### config.mk
export PLATFORM = sky130hd
export DESIGN_NAME = uart
export DESIGN_NICKNAME = d
export VERILOG_FILES = /design/src/rtl/uart.sv
export SDC_FILE = /design/constraint.sdc
export NUM_CORES = 1
export LEC_CHECK = 0
export CELL_PAD_IN_SITES_DETAIL_PLACEMENT = 1
export CELL_PAD_IN_SITES_GLOBAL_PLACEMENT = 2
export CORE_ASPECT_RATIO = 0.5
export CORE_UTILIZATION = 40
export CTS_CLUSTER_DIAMETER = 200
export DETAILED_ROUTE_END_ITERATION = 10
export HOLD_SLACK_MARGIN = 0.06
export PLACE_DENSITY_LB_ADDON = 0.1
export SKIP_LAST_GASP = 1
export SLEW_MARGIN = 0
export SYNTH_ARGS = -nofsm -noshare
export SYNTH_HDL_FRONTEND = slang
export SYNTH_SLANG_ARGS = --single-unit
export TNS_END_PERCENT = 20
### constraint.sdc
create_clock -name clk -period 3.6 [get_ports clk]
set_input_delay 0.54 -clock clk [delete_from_list [all_inputs] [get_ports clk]]
set_output_delay 0.54 -clock clk [all_outputs]
set_load 0.02 [all_outputs]
### src/rtl/uart.sv
// uart: byte-wide bus UART with TX FIFO, 8N1 serialiser, programmable baud
// divisor, single-byte RX buffer and a level interrupt.
// Optional receiver: define UART_RX_EN to build the RX path; without it rxd is
// ignored, DATA reads 8'h00 and the RX status flags are constant 0.
module uart #(
  parameter int          FIFO_DEPTH = 8,
  parameter logic [15:0] DIV_RESET  = 16'd26
) (
  input  logic       clk,
  input  logic       rst,
  input  logic       ce,
  input  logic       wren,
  input  logic       rden,
  input  logic [3:0] addr,
  input  logic [7:0] data_in,
  output logic [7:0] data_out,
  output logic       txd,
  input  logic       rxd,
  output logic       irq
);

  localparam int AW = $clog2(FIFO_DEPTH);
  localparam int CW = AW + 1;
  localparam logic [CW-1:0] FULL_CNT = CW'(FIFO_DEPTH);

  typedef enum logic [1:0] {ST_IDLE, ST_START, ST_DATA, ST_STOP} state_t;

  // Bus decode
  logic wr_en, rd_en;
  assign wr_en = ce & wren;
  assign rd_en = ce & rden;

  // TX state and configuration registers
  state_t          tx_state_q, tx_state_d;
  logic [AW-1:0]   wr_ptr_q, wr_ptr_d, rd_ptr_q, rd_ptr_d;
  logic [CW-1:0]   count_q, count_d;
  logic [15:0]     tx_cnt_q, tx_cnt_d;
  logic [15:0]     div_act_q, div_act_d;
  logic [2:0]      bit_idx_q, bit_idx_d;
  logic [7:0]      shift_q, shift_d;
  logic [15:0]     div_q, div_d;
  logic [1:0]      ctrl_q, ctrl_d;
  logic [7:0]      mem_q [FIFO_DEPTH];

  logic tx_full, tx_empty, tx_busy, tick, push, tx_pop;
  logic rx_valid, rx_ovr, rx_ferr;
  logic [7:0] rx_buf;

  assign tx_full  = (count_q == FULL_CNT);
  assign tx_empty = (count_q == '0);
  assign tx_busy  = (tx_state_q != ST_IDLE);
  // The bit period in force is latched, so a new divisor applies from the next tick.
  assign tick     = tx_busy && (tx_cnt_q == div_act_q);
  // Full is judged before any same-cycle pop, so a write while full is lost.
  assign push     = wr_en && (addr == 4'd0) && !tx_full;

  // TX FSM state register
  always_ff @(posedge clk or posedge rst) begin
    if (rst) tx_state_q <= ST_IDLE;
    else     tx_state_q <= tx_state_d;
  end

  // TX FSM next state; a pop loads the shift register whenever a frame begins
  always_comb begin
    tx_state_d = tx_state_q;
    tx_pop     = 1'b0;
    case (tx_state_q)
      ST_IDLE: begin
        if (!tx_empty) begin
          tx_state_d = ST_START;
          tx_pop     = 1'b1;
        end
      end
      ST_START: if (tick) tx_state_d = ST_DATA;
      ST_DATA:  if (tick && (bit_idx_q == 3'd7)) tx_state_d = ST_STOP;
      ST_STOP: begin
        if (tick) begin
          if (!tx_empty) begin
            tx_state_d = ST_START;
            tx_pop     = 1'b1;
          end else begin
            tx_state_d = ST_IDLE;
          end
        end
      end
    endcase
  end

  // TX FSM output; idle level comes straight from the state so reset forces it high
  always_comb begin
    txd = 1'b1;
    case (tx_state_q)
      ST_IDLE:  txd = 1'b1;
      ST_START: txd = 1'b0;
      ST_DATA:  txd = shift_q[0];
      ST_STOP:  txd = 1'b1;
    endcase
  end

  // FIFO pointers, baud counter, shifter and register writes
  always_comb begin
    wr_ptr_d  = push   ? wr_ptr_q + AW'(1) : wr_ptr_q;
    rd_ptr_d  = tx_pop ? rd_ptr_q + AW'(1) : rd_ptr_q;
    count_d   = count_q + CW'(push) - CW'(tx_pop);
    tx_cnt_d  = (tx_pop || tick || !tx_busy) ? 16'd0 : tx_cnt_q + 16'd1;
    div_act_d = (tx_pop || tick) ? div_q : div_act_q;
    shift_d   = shift_q;
    bit_idx_d = bit_idx_q;
    if (tx_pop) begin
      shift_d   = mem_q[rd_ptr_q];
      bit_idx_d = 3'd0;
    end else if ((tx_state_q == ST_DATA) && tick) begin
      shift_d   = {1'b0, shift_q[7:1]};
      bit_idx_d = bit_idx_q + 3'd1;
    end
    div_d  = div_q;
    ctrl_d = ctrl_q;
    if (wr_en) begin
      case (addr)
        4'd2:    div_d[7:0]  = data_in;
        4'd3:    div_d[15:8] = data_in;
        4'd4:    ctrl_d      = data_in[1:0];
        default: ;
      endcase
    end
  end

  // TX datapath and configuration registers
  always_ff @(posedge clk or posedge rst) begin
    if (rst) begin
      wr_ptr_q  <= '0;
      rd_ptr_q  <= '0;
      count_q   <= '0;
      tx_cnt_q  <= 16'd0;
      div_act_q <= DIV_RESET;
      bit_idx_q <= 3'd0;
      shift_q   <= 8'h00;
      div_q     <= DIV_RESET;
      ctrl_q    <= 2'b00;
    end else begin
      wr_ptr_q  <= wr_ptr_d;
      rd_ptr_q  <= rd_ptr_d;
      count_q   <= count_d;
      tx_cnt_q  <= tx_cnt_d;
      div_act_q <= div_act_d;
      bit_idx_q <= bit_idx_d;
      shift_q   <= shift_d;
      div_q     <= div_d;
      ctrl_q    <= ctrl_d;
    end
  end

  // FIFO storage; contents are only meaningful between the pointers
  always_ff @(posedge clk) begin
    if (push) mem_q[wr_ptr_q] <= data_in;
  end

`ifdef UART_RX_EN
  state_t      rx_state_q, rx_state_d;
  logic        rx_s1_q, rx_s2_q, rx_prev_q;
  logic [15:0] rx_cnt_q, rx_cnt_d;
  logic [2:0]  rx_bit_q, rx_bit_d;
  logic [7:0]  rx_shift_q, rx_shift_d;
  logic [7:0]  rx_buf_q, rx_buf_d;
  logic        rx_valid_q, rx_valid_d, rx_ovr_q, rx_ovr_d, rx_ferr_q, rx_ferr_d;
  logic        rx_sample, rd_pop;
  logic [16:0] rx_half, rx_mid;

  assign rd_pop  = rd_en && (addr == 4'd0);
  assign rx_half = ({1'b0, div_q} + 17'd1) >> 1;
  assign rx_mid  = (rx_half == 17'd0) ? 17'd0 : rx_half - 17'd1;

  // RX sample strobe: mid start bit first, then one full bit period apart
  always_comb begin
    rx_sample = 1'b0;
    case (rx_state_q)
      ST_START:         rx_sample = ({1'b0, rx_cnt_q} == rx_mid);
      ST_DATA, ST_STOP: rx_sample = (rx_cnt_q == div_q);
      default:          rx_sample = 1'b0;
    endcase
  end

  // RX FSM state register plus input synchroniser
  always_ff @(posedge clk or posedge rst) begin
    if (rst) begin
      rx_state_q <= ST_IDLE;
      rx_s1_q    <= 1'b1;
      rx_s2_q    <= 1'b1;
      rx_prev_q  <= 1'b1;
    end else begin
      rx_state_q <= rx_state_d;
      rx_s1_q    <= rxd;
      rx_s2_q    <= rx_s1_q;
      rx_prev_q  <= rx_s2_q;
    end
  end

  // RX FSM next state; a high line at mid start bit is a false start
  always_comb begin
    rx_state_d = rx_state_q;
    case (rx_state_q)
      ST_IDLE:  if (!rx_s2_q && rx_prev_q) rx_state_d = ST_START;
      ST_START: if (rx_sample) rx_state_d = rx_s2_q ? ST_IDLE : ST_DATA;
      ST_DATA:  if (rx_sample && (rx_bit_q == 3'd7)) rx_state_d = ST_STOP;
      ST_STOP:  if (rx_sample) rx_state_d = ST_IDLE;
    endcase
  end

  // RX datapath and flags; a pop in the same cycle as a load lets the load win
  always_comb begin
    rx_cnt_d   = ((rx_state_q == ST_IDLE) || rx_sample) ? 16'd0 : rx_cnt_q + 16'd1;
    rx_bit_d   = rx_bit_q;
    rx_shift_d = rx_shift_q;
    rx_buf_d   = rx_buf_q;
    rx_valid_d = rx_valid_q;
    rx_ovr_d   = rx_ovr_q;
    rx_ferr_d  = rx_ferr_q;
    if ((rx_state_q == ST_START) && rx_sample) rx_bit_d = 3'd0;
    if ((rx_state_q == ST_DATA) && rx_sample) begin
      rx_bit_d   = rx_bit_q + 3'd1;
      rx_shift_d = {rx_s2_q, rx_shift_q[7:1]};
    end
    if (rd_pop) rx_valid_d = 1'b0;
    if (wr_en && (addr == 4'd1)) begin
      if (data_in[4]) rx_ovr_d  = 1'b0;
      if (data_in[5]) rx_ferr_d = 1'b0;
    end
    if ((rx_state_q == ST_STOP) && rx_sample) begin
      if (!rx_s2_q) begin
        rx_ferr_d = 1'b1;
      end else if (rx_valid_q && !rd_pop) begin
        rx_ovr_d = 1'b1;
      end else begin
        rx_buf_d   = rx_shift_q;
        rx_valid_d = 1'b1;
      end
    end
  end

  // RX datapath registers
  always_ff @(posedge clk or posedge rst) begin
    if (rst) begin
      rx_cnt_q   <= 16'd0;
      rx_bit_q   <= 3'd0;
      rx_shift_q <= 8'h00;
      rx_buf_q   <= 8'h00;
      rx_valid_q <= 1'b0;
      rx_ovr_q   <= 1'b0;
      rx_ferr_q  <= 1'b0;
    end else begin
      rx_cnt_q   <= rx_cnt_d;
      rx_bit_q   <= rx_bit_d;
      rx_shift_q <= rx_shift_d;
      rx_buf_q   <= rx_buf_d;
      rx_valid_q <= rx_valid_d;
      rx_ovr_q   <= rx_ovr_d;
      rx_ferr_q  <= rx_ferr_d;
    end
  end

  assign rx_valid = rx_valid_q;
  assign rx_ovr   = rx_ovr_q;
  assign rx_ferr  = rx_ferr_q;
  assign rx_buf   = rx_buf_q;
`else
  logic unused_rxd;
  assign unused_rxd = rxd;
  assign rx_valid   = 1'b0;
  assign rx_ovr     = 1'b0;
  assign rx_ferr    = 1'b0;
  assign rx_buf     = 8'h00;
`endif

  // Read mux; quiet bus when not selected for read
  always_comb begin
    data_out = 8'h00;
    if (rd_en) begin
      case (addr)
        4'd0:    data_out = rx_buf;
        4'd1:    data_out = {2'b00, rx_ferr, rx_ovr, rx_valid, tx_busy, tx_empty, tx_full};
        4'd2:    data_out = div_q[7:0];
        4'd3:    data_out = div_q[15:8];
        4'd4:    data_out = {6'b000000, ctrl_q};
        default: data_out = 8'h00;
      endcase
    end
  end

  assign irq = (ctrl_q[0] & tx_empty & ~tx_busy) | (ctrl_q[1] & rx_valid);

endmodule

==> flow_summary.ini <==
[grt]
gr-total-overflow = 0
grt_max_degree = 74
grt_pass1_wl_um = 22900
grt_pass1_vias = 4022
globalRouteTotalUtil_pct = 19.5
antenna_found_initial = 0

[worst_setup_path]
reg2reg_setup_slack_ns = 0.46
count_of_cell_instances_traversed_by_the_critical_path = 6
crit-reg2reg-capture = count_q[2]
critPathTopFamily = buffers and inverters
critPathMaxStageDelay_ns = 0.65
worst-r2r-cell-count = 11
cp-startpoint = addr[2]
crit_required_ns = 3.06
timing.critical_path.fanout_max = 8
slowest_stage = sky130_fd_sc_hd__clkdlybuf4s50_1
crit_path_cell_trace = clkdlybuf4s50_1, nor2_1, and3_1, a22oi_1, nor2_1, clkdlybuf4s50_1
timing.critical_path.to = data_out[4]
regToRegStartpoint = tx_cnt_q[11]
end_kind = primary output
setup.worst_path.start_class = input port
data_arrival_critical_path_ns = 2.70
buffers_inverters_on_critical_path = 2
critical_path_class = input port to primary output

[sta]
final_period_minus_worst_setup_slack_ns = 3.24
setup_failing_eps_final = 0
timing_hold_violations_final = 0
worst_slew_pin_slew_ns = 1.22
fmax_mhz = 308
grt_setup_unrepaired = false
fin_worst_skew_ns = 0.00950
post-route-period-util_pct = 90.1
slew_viol_final = 0
slew-limit-headroom_pct = 18.4
fin_tns_setup_ns = 0

[routing]
post_drt_wl_per_cell_um = 20.5
detailroute.via_count = 3598
drt-initial-drc-count = 178
antenna_left = 0
postRouteWirelength_um = 14100
drcViolationCount = 0
first_pass_iters = 4
drt-vias-per-instance = 5.23

[power]
switching_power_uw = 1680
total_leakage_power_uw = 0.00291
seq_power_share_pct = 41.9
power.clock.fraction_pct = 31.2
power_frac_comb_pct = 26.9
sw_share_pct = 31.8
max-vdd-ir-drop_mv = 0.316
internal_power_uw = 3600
totalPowerFinal_uw = 5280
cellPowerDensity_mw_per_mm2 = 727

[floorplanning]
placement_rows = 31
die_area_mm2 = 0.0159
i_o_pin_count = 28
floorplan.die.width_um = 178
floorplan.die.height_um = 89.8
core_region_area_mm2 = 0.0147
initial_core_util_pct = 41.8

[synth]
synth-async-reset-ratio_pct = 53.3
synth-seq-cells = 137
syn-num-nets = 467
postSynthAreaPerCell_um2 = 14.3
post_synth_inst_count = 432
synth.largest_area_cell = sky130_fd_sc_hd__edfxtp_1
synth_edf_count = 64
synthMostInstantiatedCell = sky130_fd_sc_hd__dfrtp_1
synth_top_flop_cell = sky130_fd_sc_hd__dfrtp_1
netlist_area_mm2 = 0.00616
netlist_top_cells_area = sky130_fd_sc_hd__edfxtp_1 (31%), sky130_fd_sc_hd__dfrtp_1 (27%), sky130_fd_sc_hd__mux4_2 (5.8%), sky130_fd_sc_hd__mux2_2 (4.8%), sky130_fd_sc_hd__ha_1 (3.2%)
synth_top_cell_area_share_pct = 31.2
ys_seq_area_share_pct = 61.0
synthTopCellsByCount = sky130_fd_sc_hd__dfrtp_1 (67), sky130_fd_sc_hd__edfxtp_1 (64), sky130_fd_sc_hd__nor2_1 (34)
ys.warnings.count = 0
synth.distinct_cells = 49

[finish]
insertedDiodeCount = 0
nNetsFinal = 512
syn_to_final_growth_pct = 17.9
fin_util_pct = 49.3
final_layout_size_suffix_gt1_share_pct = 22.4

[cts]
number_of_sinks_handled_by_clock_tree_synthesis = 137
clkSlewWorstSetupHoldPaths_ns = 0.06
clk_path_buf_depth = 2
cts_post_setup_buffers_inserted = 0
cts_inserted_buffers = 17
htreeDepth = 4
clk_latency_ns = 0.41
cts-root-buf = sky130_fd_sc_hd__clkbuf_16
clock_tree_from_tritoncts = done
cts_hold_buf = 0
cts_resized = 0

[placement]
numPortBuffers = 26
place_hpwl_um = 9710
final_weighted_congestion_of_routability_driven_global_placement = 0.783

[worst_hold_path]
hold_path.class = register to register

[job]
timing.max_cap.violations = 0

[run_status]
run_status = complete, no violations
flip-flops by register name, indices dropped and copies added, names as in the netlist:
signal      count
mem_q          64
div_act_q      16
div_q          16
tx_cnt_q       16
shift_q         8
count_q         4
bit_idx_q       3
rd_ptr_q        3
wr_ptr_q        3
ctrl_q          2
tx_state_q      2
power by group through the flow:
stage / clock (uW) / sequential [uW] / combinational [uW]
2_1_floorplan: 0 / 2100 / 1150
3_3_place_gp: 0 / 2220 / 1350
3_5_place_dp: 0 / 2240 / 1430
4_1_cts: 1670 / 2220 / 1450
5_1_grt: 1740 / 2260 / 1590
6_report: 1650 / 2220 / 1420
per-stage QoR:
stage               hold slack, ns  setup WS, ns  instances  instance area [um2]
floorplan                    0.480          1.00        432                 6160
global placement             0.494         0.451        656                 6710
detailed placement           0.506         0.406        656                 6710
CTS                          0.519         0.355        688                 7270
global route                 0.543         0.237        688                 7270
finish                       0.520         0.358        688                 7270
worst min path at each step:
stage | start | end | slack [ns] | cells after the start
3_5_place_dp | ctrl_q[1] | ctrl_q[1] | 0.51 | 1
6_report | ctrl_q[1] | ctrl_q[1] | 0.52 | 1
2_1_floorplan | ctrl_q[1] | ctrl_q[1] | 0.48 | 1
3_3_place_gp | ctrl_q[1] | ctrl_q[1] | 0.49 | 1
4_1_cts | ctrl_q[1] | ctrl_q[1] | 0.52 | 1
5_1_grt | ctrl_q[1] | ctrl_q[1] | 0.54 | 1
final cells by class:
type,instances,area [um2]
inverter,16,60.1
sequential,137,3760
fill,1466,7470
timing repair buffer,40,378
tap,198,248
multi-input combinational,265,2270
clock buffer,19,433
clock inverter,13,120
kinds of logic after synthesis:
logic type / after synthesis / share of synthesized area [%]
AOI/OAI and AO/OA: 44 / 4.77
xor gates and xnor gates: 34 / 4.83
adders and majority gates: 17 / 3.57
buffers and inverters: 30 / 2.19
DFF: 137 / 61.0
muxes: 62 / 14.7
and+or+nand+nor: 108 / 9.02
metal layers:
layer	global-route usage, %	routed length [um]	vias to the layer above
met5	0	0	-
met4	4.84	131	0
met3	4.48	508	9
met2	33.0	7220	48
met1	25.3	6240	1869
li1	-	-	1672
cell usage in the layout, fill, tap and decap left out, types with 3 or more instances in the layout:
master,netlist,routed
sky130_fd_sc_hd__a211oi_1,8,8
sky130_fd_sc_hd__a21oi_1,15,15
sky130_fd_sc_hd__a22oi_1,6,6
sky130_fd_sc_hd__and3_1,6,6
sky130_fd_sc_hd__buf_4,0,13
sky130_fd_sc_hd__clkbuf_16,0,17
sky130_fd_sc_hd__clkdlybuf4s50_1,0,26
sky130_fd_sc_hd__clkinv_2,0,3
sky130_fd_sc_hd__clkinv_4,0,3
sky130_fd_sc_hd__dfrtp_1,67,67
sky130_fd_sc_hd__dfstp_2,6,6
sky130_fd_sc_hd__edfxtp_1,64,64
sky130_fd_sc_hd__ha_1,16,16
sky130_fd_sc_hd__inv_1,15,14
sky130_fd_sc_hd__inv_6,0,4
sky130_fd_sc_hd__mux2_2,26,26
sky130_fd_sc_hd__mux2_4,10,10
sky130_fd_sc_hd__mux2i_1,10,10
sky130_fd_sc_hd__mux4_2,16,16
sky130_fd_sc_hd__nand2_1,19,19
sky130_fd_sc_hd__nand2b_1,4,4
sky130_fd_sc_hd__nand3_1,8,8
sky130_fd_sc_hd__nor2_1,34,34
sky130_fd_sc_hd__nor2b_1,9,9
sky130_fd_sc_hd__nor3_1,7,7
sky130_fd_sc_hd__nor4_1,4,4
sky130_fd_sc_hd__o21ai_0,5,5
sky130_fd_sc_hd__or3_1,4,4
sky130_fd_sc_hd__xnor2_1,12,12
sky130_fd_sc_hd__xor2_1,22,22
worst register-to-register path, stage by stage (launching register included):
cell                      delay, ns
sky130_fd_sc_hd__dfrtp_1       0.44
sky130_fd_sc_hd__xor2_1        0.16
sky130_fd_sc_hd__nor4_1        0.59
sky130_fd_sc_hd__nand4_2       0.34
sky130_fd_sc_hd__o21a_1        0.31
sky130_fd_sc_hd__inv_2         0.11
sky130_fd_sc_hd__ha_1          0.24
sky130_fd_sc_hd__inv_1         0.06
sky130_fd_sc_hd__ha_1          0.17
sky130_fd_sc_hd__inv_1         0.06
sky130_fd_sc_hd__fa_1          0.39
sky130_fd_sc_hd__xnor2_1       0.19
No activity file was read; power rests on OpenSTA's default activity.
